--- config.mk ---
export PLATFORM = sky130hd
export DESIGN_NAME = xaui_tx_idle_gen
export DESIGN_NICKNAME = d
export VERILOG_FILES = /design/src/rtl/xaui_tx_idle_gen_pkg.sv /design/src/rtl/xaui_tx_prbs7.sv /design/src/rtl/xaui_tx_idle_gen.sv
export SDC_FILE = /design/constraint.sdc
export NUM_CORES = 1
export LEC_CHECK = 0
export ABC_AREA = 1
export BUFFER_PORTS_ARGS = -buffer_cell sky130_fd_sc_hd__buf_2
export CAP_MARGIN = 20
export CORE_ASPECT_RATIO = 0.6
export CORE_MARGIN = 2
export CORE_UTILIZATION = 57
export CTS_CLUSTER_DIAMETER = 150
export DETAILED_ROUTE_END_ITERATION = 7
export HOLD_SLACK_MARGIN = 0.03
export PLACE_DENSITY = 0.82
export SLEW_MARGIN = 10
export SYNTH_ARGS = -nofsm -noshare
export SYNTH_HDL_FRONTEND = slang
export SYNTH_SLANG_ARGS = --single-unit
--- constraint.sdc ---
create_clock -name clk -period 7.9 [get_ports clk]
set_input_delay 1.58 -clock clk [delete_from_list [all_inputs] [get_ports clk]]
set_output_delay 1.58 -clock clk [all_outputs]
set_load 0.05 [all_outputs]
--- src/rtl/xaui_tx_idle_gen_pkg.sv ---
// Shared code-group constants, column classification types and helpers for the
// XAUI transmit idle generator.
package xaui_tx_idle_gen_pkg;

  localparam logic [7:0] CODE_I = 8'h07;
  localparam logic [7:0] CODE_T = 8'hFD;
  localparam logic [7:0] CODE_A = 8'h7C;  // K28.3
  localparam logic [7:0] CODE_K = 8'hBC;  // K28.5
  localparam logic [7:0] CODE_R = 8'h1C;  // K28.0

  typedef enum logic [1:0] {
    KIND_IDLE = 2'd0,
    KIND_TERM = 2'd1,
    KIND_DATA = 2'd2
  } col_kind_e;

  typedef enum logic [1:0] {
    CLS_A = 2'd0,
    CLS_K = 2'd1,
    CLS_R = 2'd2
  } col_cls_e;

  // One classified column held in stage 1; fill marks the /I/ lanes after /T/.
  typedef struct packed {
    logic [31:0] d;
    logic [3:0]  c;
    col_kind_e   kind;
    col_cls_e    cls;
    logic [3:0]  fill;
  } stage_t;

  function automatic logic [7:0] cls_code(input col_cls_e cls);
    case (cls)
      CLS_A:   return CODE_A;
      CLS_R:   return CODE_R;
      default: return CODE_K;
    endcase
  endfunction

endpackage

--- src/rtl/xaui_tx_prbs7.sv ---
// PRBS7 (x^7 + x^6 + 1) randomizer with step enable, seeded to 7'h7F on reset.
module xaui_tx_prbs7 (
  input  logic       clk,
  input  logic       reset,
  input  logic       step_en,
  output logic [6:0] state
);

  logic [6:0] state_q;
  logic [6:0] state_d;

  always_comb begin
    state_d = state_q;
    if (step_en) state_d = {state_q[5:0], state_q[6] ^ state_q[5]};
  end

  always_ff @(posedge clk or posedge reset) begin
    if (reset) state_q <= 7'h7F;
    else       state_q <= state_d;
  end

  assign state = state_q;

endmodule

--- src/rtl/xaui_tx_idle_gen.sv ---
// XGMII-to-XAUI transmit idle generator: replaces idle columns with ||A||/||K||/||R||
// and fills the /I/ lanes after /T/. Define XAUI_TX_IDLE_RAND_EN for PRBS7 K/R selection.
module xaui_tx_idle_gen
  import xaui_tx_idle_gen_pkg::*;
#(
  parameter int A_MIN = 16
) (
  input  logic        clk,
  input  logic        reset,
  input  logic [31:0] xgmii_txd,
  input  logic [3:0]  xgmii_txc,
  output logic [31:0] txd,
  output logic [3:0]  txc,
  output logic        a_sent
);

  localparam stage_t S1_RESET = '{d: {4{CODE_I}}, c: 4'hF, kind: KIND_IDLE,
                                  cls: CLS_K, fill: 4'h0};

  logic        rand_bit;
  logic [4:0]  a_reload;

`ifdef XAUI_TX_IDLE_RAND_EN
  logic [6:0] prbs;
  logic       unused_prbs;

  xaui_tx_prbs7 u_prbs (
    .clk     (clk),
    .reset   (reset),
    .step_en (1'b1),
    .state   (prbs)
  );

  assign rand_bit    = prbs[0];
  assign a_reload    = 5'(A_MIN - 1) + {1'b0, prbs[6:3]};
  assign unused_prbs = ^prbs[2:1];
`else
  assign rand_bit = 1'b1;
  assign a_reload = 5'(A_MIN - 1);
`endif

  stage_t      s1_q, s1_d;
  logic [4:0]  a_cnt_q, a_cnt_d;
  logic [31:0] txd_q, txd_d;
  logic [3:0]  txc_q, txc_d;
  logic        a_sent_q, a_sent_d;

  logic [3:0]  lane_i, lane_t, fill;
  logic        found_t, term_ok, all_idle;
  col_kind_e   in_kind;
  col_cls_e    in_cls;

  always_comb begin
    lane_i = '0;
    lane_t = '0;
    for (int n = 0; n < 4; n++) begin
      lane_i[n] = xgmii_txc[n] && (xgmii_txd[8*n +: 8] == CODE_I);
      lane_t[n] = xgmii_txc[n] && (xgmii_txd[8*n +: 8] == CODE_T);
    end
  end

  // Stage 1: classify the incoming column, pick its idle class and advance a_cnt.
  always_comb begin
    // NOTE: every signal written here gets a default first so no path can infer a latch.
    found_t  = 1'b0;
    term_ok  = 1'b1;
    all_idle = &lane_i;
    fill     = '0;
    for (int n = 0; n < 4; n++) begin
      if (found_t) begin
        fill[n] = 1'b1;
        if (!lane_i[n]) term_ok = 1'b0;
      end else if (lane_t[n]) begin
        found_t = 1'b1;
      end
    end

    if (all_idle)                in_kind = KIND_IDLE;
    else if (found_t && term_ok) in_kind = KIND_TERM;
    else                         in_kind = KIND_DATA;

    // Non-idle columns carry class K so a /T/ followed by data fills with /K/.
    in_cls  = CLS_K;
    a_cnt_d = a_cnt_q;
    if (in_kind == KIND_IDLE && a_cnt_q == 5'd0) begin
      in_cls  = CLS_A;
      a_cnt_d = a_reload;
    end else begin
      if (in_kind == KIND_IDLE && s1_q.kind != KIND_TERM)
        in_cls = rand_bit ? CLS_K : CLS_R;
      if (a_cnt_q != 5'd0) a_cnt_d = a_cnt_q - 5'd1;
    end

    s1_d      = '{d: xgmii_txd, c: xgmii_txc, kind: in_kind, cls: in_cls,
                  fill: (in_kind == KIND_TERM) ? fill : 4'h0};
  end

  // Stage 2: substitute idle columns and /T/ fill lanes; fill follows the column behind.
  always_comb begin
    txd_d    = s1_q.d;
    txc_d    = s1_q.c;
    a_sent_d = 1'b0;
    case (s1_q.kind)
      KIND_IDLE: begin
        txd_d    = {4{cls_code(s1_q.cls)}};
        txc_d    = 4'hF;
        a_sent_d = (s1_q.cls == CLS_A);
      end
      KIND_TERM: begin
        for (int n = 0; n < 4; n++) begin
          if (s1_q.fill[n]) begin
            txd_d[8*n +: 8] = cls_code(in_cls);
            txc_d[n]        = 1'b1;
          end
        end
      end
      default: ;
    endcase
  end

  always_ff @(posedge clk or posedge reset) begin
    if (reset) begin
      s1_q     <= S1_RESET;
      a_cnt_q  <= 5'd0;
      txd_q    <= {4{CODE_K}};
      txc_q    <= 4'hF;
      a_sent_q <= 1'b0;
    end else begin
      // NOTE: non-blocking updates keep every flop sampling pre-edge values.
      s1_q     <= s1_d;
      a_cnt_q  <= a_cnt_d;
      txd_q    <= txd_d;
      txc_q    <= txc_d;
      a_sent_q <= a_sent_d;
    end
  end

  assign txd    = txd_q;
  assign txc    = txc_q;
  assign a_sent = a_sent_q;

endmodule
==> metrics.md <==
| Metric | Value |
|---|---|
| Drt drc | `0` |
| Root buf cell | `clkbuf_8` |
| Die width | `101 µm` |
| Row cnt | `21` |
| Count of buffers from port buffering | `74` |
| Post CTS Setup Buffer Count | `0` |
| Synthesized area per cell | `10.2 µm²` |
| GR Util All Layers | `23.0%` |
| Clock buffer depth | `2` |
| CP bufs+invs | `1` |
| Post-synthesis cell area | `3250 µm²` |
| Final period utilization | `34.5%` |
| Required time worst endpoint | `6320 ps` |
| Ys Warns | `0` |
| Routed via count | `2,354` |
| Peak VDD IR | `0.142 mV` |
| Worst reg2reg path startpoint | `s1_q[7]` |
| Total leakage power | `0.00199 µW` |
| Core area | `5540 µm²` |
| Initial Utilization | `58.5%` |
| Max Fclk | `367 MHz` |
| Max cap viols | `0` |
| Top cells by area, synth | `dfstp_2 (33%), dfrtp_1 (33%), nand2_1 (7.3%)` |
| Sink Count | `84` |
| Final hold violations | `0` |
| Clk_skew | `5.62 ps` |
| DIE AREA | `6330 µm²` |
| Predominant post-synthesis flop cell | `dfrtp_1` |
| Leading area contributor after synthesis | `dfstp_2` |
| H-tree Lvls | `3` |
| Final Slew Violations | `0` |
| Number of flops mapped to enable cells by yosys | `0` |
| Yosys top cell area share | `33.2%` |
| Critical path's largest stage delay | `540 ps` |
| Total Nets Final | `444` |
| Boundary Pins | `75` |
| HPWL after DPL | `4720 µm` |
| Grt ovf | `0` |
| Commonest non-fill, non-tap cell in the layout | `buf_2` |
| Critical Path Slowest Stage Cell | `dfstp_2` |
| Startpoint types | `flop` |
| Number of cells upsized or downsized after cts | `0` |
| CTS tree | `built` |
| Sequential fraction of the synthesis area | `66.3%` |
| Antenna cells | `0` |
| Final WL | `6540 µm` |
| Cell family with most CP delay | `flip-flops` |
| Post-DP Area | `3710 µm²` |
| Number of DRC markers in iteration 0 | `110` |
| CP Cell Sequence | `buf_2` |
| Drt pass-1 iters | `4` |
| Run status | `complete, no violations` |
| Hold path cells | `1` |
| Cell variety after synth | `25` |
| Layout cells sized above 1 | `41.0%` |
| Worst-Margin Slew | `440 ps` |
| Via-to-Cell Ratio | `4.80` |
| Slew headroom | `70.6%` |
| Final core occ | `70.5%` |
| Reg2reg path depth | `5` |
| Post-Syn Nets | `358` |
| Mapped Cells | `319` |
| TNS Setup | `0 ps` |
| Post-synth ARST share | `100%` |
| Placer's final routability congestion estimate | `0.867` |
| Routed len/inst | `13.3 µm` |
| Critical Path End Type | `output pin` |
| Power Dens Cells | `210 nW/µm²` |
| Crit Path Class | `reg2out` |
| Pin count of the biggest net entering global routing | `85` |
| Hold Path Sink | `txd[19]` |
| Final setup fails | `0` |
| Crit path DAT | `1140 ps` |
| Initial antenna violation count | `0` |
| R2R Path End | `txd[30]` |
| First-pass GRT wire length | `10,700 µm` |
| Most frequent cells in the layout | `buf_2 (74), nand2_1 (63), nor2_1 (49), inv_1 (43), dfrtp_1 (43)` |
| Synth Register Bits | `84` |
| Worst skew pair latency | `350 ps` |
| Cts hold-fix bufs | `0` |
| Max FO, Critical Path | `1` |
| DIE HEIGHT | `62.5 µm` |
| Minimum clock period | `2720 ps` |
| Number of global-route vias before repair | `2,283` |
| Clock slew at reported path FFs | `80 ps` |
| Num CTS Buffers | `9` |
| Worst Min Path Start | `s1_q[31]` |
| Path type of the worst min-delay path | `reg2reg` |
| Flop-to-flop setup slack | `6450 ps` |
| Design area | `3910 µm²` |
| Antenna-violating nets left | `0` |
| Filler cells | `408` |
| RSZ-0062 raised after global routing | `false` |
| Syn-to-layout area delta | `20.4%` |
-- report_power, final --
part           switching, µW  internal (µW)
Sequential              5.60            457
Combinational           67.1           24.9
Clock                    145            122
-- cell type report --
type,instances,area (µm²),area share (%)
flip-flops and latches,84,2150,55.1
multi-input cells,188,906,23.2
repair buffers,76,405,10.4
inverters,46,174,4.45
clock buffers,12,145,3.71
well taps,80,100,2.56
clock inverters,4,25.0,0.640
-- state kept, by name, summed over array words and instances, names as in the netlist --
register and flops:
txc 4, s1_q 42, a_cnt_q 5, txd 32
a_sent 1
-- synth_stat cells, types with 2 or more instances --
| cell type | count |
|---|---|
| a21oi_1 | 6 |
| inv_1 | 44 |
| or2_2 | 22 |
| nand4_1 | 7 |
| nand2_1 | 63 |
| nor2_1 | 49 |
| dfrtp_1 | 43 |
| nand3_2 | 3 |
| dfstp_2 | 41 |
| nand3b_1 | 2 |
| nor2_2 | 4 |
| o21ai_0 | 5 |
| nand3_1 | 11 |
| nor2_4 | 2 |
| nor3_1 | 4 |
| o21ai_1 | 3 |
| inv_2 | 2 |
-- worst reg2reg max path, cell delays in order (launching register included) --
cell and delay, ps:
dfrtp_1 510, nor2_4 250, inv_1 90, nor2_1 350, a21oi_1 80, nand2_1 100
-- worst max path at each step --
stage                             start         end  slack, ps  cells after the start
after floorplan                   reset  a_cnt_q[0]       4220                      1
after global placement    xgmii_txd[31]  a_cnt_q[1]       5230                     11
after detailed placement  xgmii_txd[31]  a_cnt_q[1]       5180                     11
after CTS                        txd[7]      txd[7]       5160                      1
after global routing            txd[12]     txd[12]       5140                      1
final                            txd[7]      txd[7]       5180                      1
-- through the flow --
step,power (µW),cells,worst slack (ps),hold WS [ps]
after floorplan,529,319,4220,413
after global placement,558,473,5230,416
after detailed placement,561,473,5180,421
after CTS,828,489,5160,443
after global routing,859,490,5140,457
final,821,490,5180,441
-- kinds of logic (layout without fill, tap and decap cells) --
logic type | count (synthesis) | after routing | synth area share, %
AND/OR/NAND/NOR | 171 | 171 | 24.9
flip-flops | 84 | 84 | 66.3
buffers and inverters | 47 | 138 | 5.74
AO/OA/AOI/OAI | 16 | 16 | 2.62
adder cells (fa/ha/maj) | 1 | 1 | 0.385
-- per-layer routing --
| metal | routed length, µm | track usage [%] | share of wire (%) |
|---|---|---|---|
| met5 | 0 | 0 | 0 |
| met4 | 71 | 8.61 | 1.1 |
| met3 | 495 | 8.05 | 7.6 |
| met2 | 2900 | 33.2 | 44 |
| met1 | 3060 | 32.5 | 47 |
Power figures use the tool's default switching activity.
